### src/rtl/mul_repadd_unit.sv
// ---------------------------------------------------------------------------
// mul_repadd_unit : unsigned multiply by repeated addition (start/busy/done).
// Optional MUL_REPADD_SWAP_EN loads the smaller operand as the repeat count.
// Revision: 1.0
// ---------------------------------------------------------------------------
`default_nettype none

module mul_repadd_unit #(
  parameter int WIDTH = 16
) (
  input  logic               clk,
  input  logic               rst_n,
  input  logic               start,
  input  logic               abort,
  input  logic [WIDTH-1:0]   a,
  input  logic [WIDTH-1:0]   b,
  output logic               busy,
  output logic               done,
  output logic [2*WIDTH-1:0] product,
  output logic [WIDTH-1:0]   cycles
);

  typedef enum logic [1:0] {
    S_IDLE = 2'd0,
    S_ACC  = 2'd1,
    S_DONE = 2'd2
  } state_t;

  state_t             r_state;
  logic [WIDTH-1:0]   r_a;
  logic [WIDTH-1:0]   r_b;
  logic [2*WIDTH-1:0] r_p;
  logic [WIDTH-1:0]   r_cnt;
  logic [WIDTH-1:0]   w_ld_a;
  logic [WIDTH-1:0]   w_ld_b;

`ifdef MUL_REPADD_SWAP_EN
  // Smaller operand becomes the repeat count; ties keep a as the multiplicand.
  logic w_swap;
  assign w_swap = (b > a);
  assign w_ld_a = w_swap ? b : a;
  assign w_ld_b = w_swap ? a : b;
`else
  assign w_ld_a = a;
  assign w_ld_b = b;
`endif

  always_ff @(posedge clk or negedge rst_n) begin
    if (!rst_n) begin
      r_state <= S_IDLE;
      r_a     <= '0;
      r_b     <= '0;
      r_p     <= '0;
      r_cnt   <= '0;
      busy    <= 1'b0;
      done    <= 1'b0;
      product <= '0;
      cycles  <= '0;
    end else begin
      done <= 1'b0;
      case (r_state)
        S_IDLE: begin
          if (start) begin
            r_a     <= w_ld_a;
            r_b     <= w_ld_b;
            r_p     <= '0;
            r_cnt   <= '0;
            busy    <= 1'b1;
            r_state <= S_ACC;
          end
        end
        S_ACC: begin
          // Abort wins over both the add and the completion on the same edge.
          if (abort) begin
            busy    <= 1'b0;
            r_state <= S_IDLE;
          end else if (r_b != '0) begin
            r_p   <= r_p + {{WIDTH{1'b0}}, r_a};
            r_b   <= r_b - 1'b1;
            r_cnt <= r_cnt + 1'b1;
          end else begin
            product <= r_p;
            cycles  <= r_cnt;
            done    <= 1'b1;
            r_state <= S_DONE;
          end
        end
        S_DONE: begin
          busy    <= 1'b0;
          r_state <= S_IDLE;
        end
        default: begin
          busy    <= 1'b0;
          r_state <= S_IDLE;
        end
      endcase
    end
  end

endmodule

`default_nettype wire

### config.mk
export PLATFORM = sky130hd
export DESIGN_NAME = mul_repadd_unit
export DESIGN_NICKNAME = d
export VERILOG_FILES = /design/src/rtl/mul_repadd_unit.sv
export SDC_FILE = /design/constraint.sdc
export NUM_CORES = 1
export LEC_CHECK = 0
export ABC_AREA = 1
export BUFFER_PORTS_ARGS = -buffer_cell sky130_fd_sc_hd__buf_2
export CAP_MARGIN = 5
export CORE_ASPECT_RATIO = 0.9
export CORE_MARGIN = 3
export CORE_UTILIZATION = 40
export DETAILED_ROUTE_END_ITERATION = 10
export GPL_ROUTABILITY_DRIVEN = 0
export PLACE_DENSITY = 0.55
export SLEW_MARGIN = 10
export SYNTH_ARGS = -nofsm -noshare
export SYNTH_HDL_FRONTEND = slang
export SYNTH_SLANG_ARGS = --single-unit
### constraint.sdc
create_clock -name clk -period 2.1 [get_ports clk]
set_input_delay 0.42 -clock clk [delete_from_list [all_inputs] [get_ports clk]]
set_output_delay 0.42 -clock clk [all_outputs]
set_load 0.01 [all_outputs]
==> impl_metrics.csv <==
group,metric,value,unit
status,outcome,"finished, final reports clean",
finish,final_area,8690,um^2
worst_hold_path,min_to,"r_a[13]$_DFFE_PN0P_",
drt,drt_iter0_drc,313,
pwr,p_leak,4.45,nW
grt,grt_overflow,0,
synth,synth.top_cell.area_share,0.464,
timing,period_share,0.910,
synth,synth.top_cells.by_area,"dfrtp_1 46%, nand2_1 18%, inv_1 6.1%",
synth,ys_ff_latch,132,
synth,seq_area_frac_synth,0.464,
die,ios,86,
grt,grt_pass1_wl,30800,um
finish,fin_nets,1127,
timing,setup_violations,0,
cts,path_clk_slew,0.06,ns
drt,routed_wl,18200,um
finish,layout_commonest_cell,"nand2_1",
timing,fin_crit,1.91,ns
setup_path,end_kind,"flip-flop",
finish,stdcell_count,1319,
placed_design,placement.cell_area,8020,um^2
synth,synth_area_leader_cell,"dfrtp_1",
finish,area_delta_synth_final,22.2,%
cts,cts-root-buf,"clkbuf_16",
setup_path,reg2reg_setup_slack,0.19,ns
cts,clkLatencyLatePin,0.43,ns
drt,drc,0,
worst_hold_path,hold_depth,3,
grt,antenna_found_initial,0,
synth,netlist_instances,958,
pwr,peakVddDrop,577,uV
cts,cts_setup_buffers,0,
timing,skew,0.00975,ns
setup_path,cp.required,2.46,ns
timing,grt_setup_unrepaired,"true",
setup_path,reg2reg_from,"r_p[15]$_DFFE_PN0P_",
timing,relSlewSlack,0.700,
placed_design,port-buffer-count,85,
pwr,p_total,8.89,mW
cts,clock_path_buffers,2,
timing,fmax,523,MHz
worst_hold_path,hold_class,"in -> reg",
die,core_region_area,17200,um^2
drt,vias_per_cell,4.77,
drt,ant_nets,0,
flow_run,maxCapViolations,0,
finish,register_area,3300,um^2
cts,cts_buffers,17,
synth,netlist_area,7110,um^2
placed_design,placed_cells,1286,
die,rows,45,
synth,postSynthNetCount,1014,
die,dieHeight,132,um
setup_path,crit_arrival,2.27,ns
timing,hold_viol,0,
synth,syn_avg_cell_area,7.42,um^2
pwr,cellPowerDensity,1020,nW/um^2
die,dieArea,19400,um^2
finish,multiInputGateArea,3290,um^2
setup_path,reg2reg_depth,11,
finish,drive_gt1_frac,0.172,
finish,nFillCells,1723,
finish,final_cell_mix,"341 x nand2_1, 132 x dfrtp_1, 114 x inv_1, 94 x nor2_1, 84 x buf_2",
cts,cts_tree,"yes",
synth,ys_warn_count,0,
grt,grt_pass1_vias,6152,
drt,wl_per_cell,13.8,um
setup_path,cp_max_fo,4,
timing,slew_violations,0,
die,start_util,0.414,
drt,vias,6295,
worst_hold_path,min_from,"a[13]",
cts,numClockSinks,132,
synth,yosysUniqueCellTypes,37,
die,die_w,147,um
finish,n_antenna_cell,0,
grt,grt_max_degree,56,
grt,grt_use_total,0.196,
cts,htree_num_levels,4,
timing,worst_slew_pin_slew,0.446,ns
placed_design,dp_hpwl,13400,um
setup_path,start_kind,"flip-flop",
setup_path,startpoint,"r_p[15]$_DFFE_PN0P_",
setup_path,r2r_end,"r_p[20]$_DFFE_PN0P_",
setup_path,worstSetupPathType,"reg -> reg",
drt,dr.pass1.iters,5,
## cells in the mapped netlist (all sizes together)
library cell and count:
nand2 345, dfrtp 132, inv 119, nor2 103, o21ai 67, nand3 44, a21oi 20, ha 19
nor3 15, o22ai 15, clkbuf 14, buf 13, o211ai 11, nand4 10, xnor2 9, xor2 7
and2 3, nor4 3, a22oi 2, nand3b 2, a211oi 1, a31oi 1, clkinv 1, fa 1
or2 1
## report_power, final
part	internal, mW	leakage (nW)	switching [mW]
sequential	2.89	1.77	0.282
combinational	1.06	2.40	1.69
clock	1.80	0.277	1.17
## kinds of logic after synthesis
group                      share of synthesized area
and+or+nand+nor                                0.301
AOI/OAI and AO/OA                             0.0939
xor gates and xnor gates                      0.0197
DFF                                            0.464
adders and majority gates                     0.0362
buffers and inverters                         0.0848
## repair_timing
item	4_1_cts	5_1_grt
hold endpoints to repair	39	0
endpoints found under the setup margin	2	16
gates resized for setup	1	18
hold buffers	1	0
## how the worst max path moves through the flow
stage	cells after the start	end	slack (ns)
after floorplan	13	r_p[24]$_DFFE_PN0P_	0.30
after global placement	13	r_p[16]$_DFFE_PN0P_	0.04
after detailed placement	13	r_p[16]$_DFFE_PN0P_	-0.02
after CTS	13	r_p[24]$_DFFE_PN0P_	0.02
after global routing	9	r_p[20]$_DFFE_PN0P_	-0.02
final	11	r_p[20]$_DFFE_PN0P_	0.19
## layout make-up
class	count	share of cell area
Clock buffer	19	0.0521
Clock inverter	13	0.0151
Inverter	120	0.0518
Multi-Input combinational cell	679	0.379
Sequential cell	132	0.380
Tap cell	235	0.0338
Timing Repair Buffer	121	0.0882
## flip-flops by register name, summed over array words and instances (netlist names)
name and cells:
r_cnt 16, r_state 2, product 32, r_p 32
r_a 16, r_b 16, cycles 16, done 1
busy 1
## worst max-delay path: stages (launching register included)
cell      delay [ns]
dfrtp_1         0.42
ha_1            0.32
buf_4           0.13
nand2_1         0.11
nor2_1          0.17
and2_1          0.18
nand3b_1        0.08
nand3_1         0.16
nand2_1         0.09
nand2_1         0.06
nand2_1         0.04
nor2_1          0.09
## metrics by stage
stage          hold slack (ns)  setup WS, ns  setup TNS [ns]  utilization
6_report                 0.190         0.189               0        0.506
5_1_grt                  0.189       -0.0158         -0.0283        0.506
4_1_cts                  0.175        0.0219               0        0.502
3_5_place_dp             0.368       -0.0210         -0.0355        0.467
3_3_place_gp             0.370        0.0364               0        0.467
2_1_floorplan            0.124         0.304               0            -
## per-layer routing
layer	routed length, um	GRT usage
met5	0	0
met2	7970	0.306
met1	9270	0.279
met3	781	0.0449
met4	204	0.0465
(Power assumes the default switching activity.)
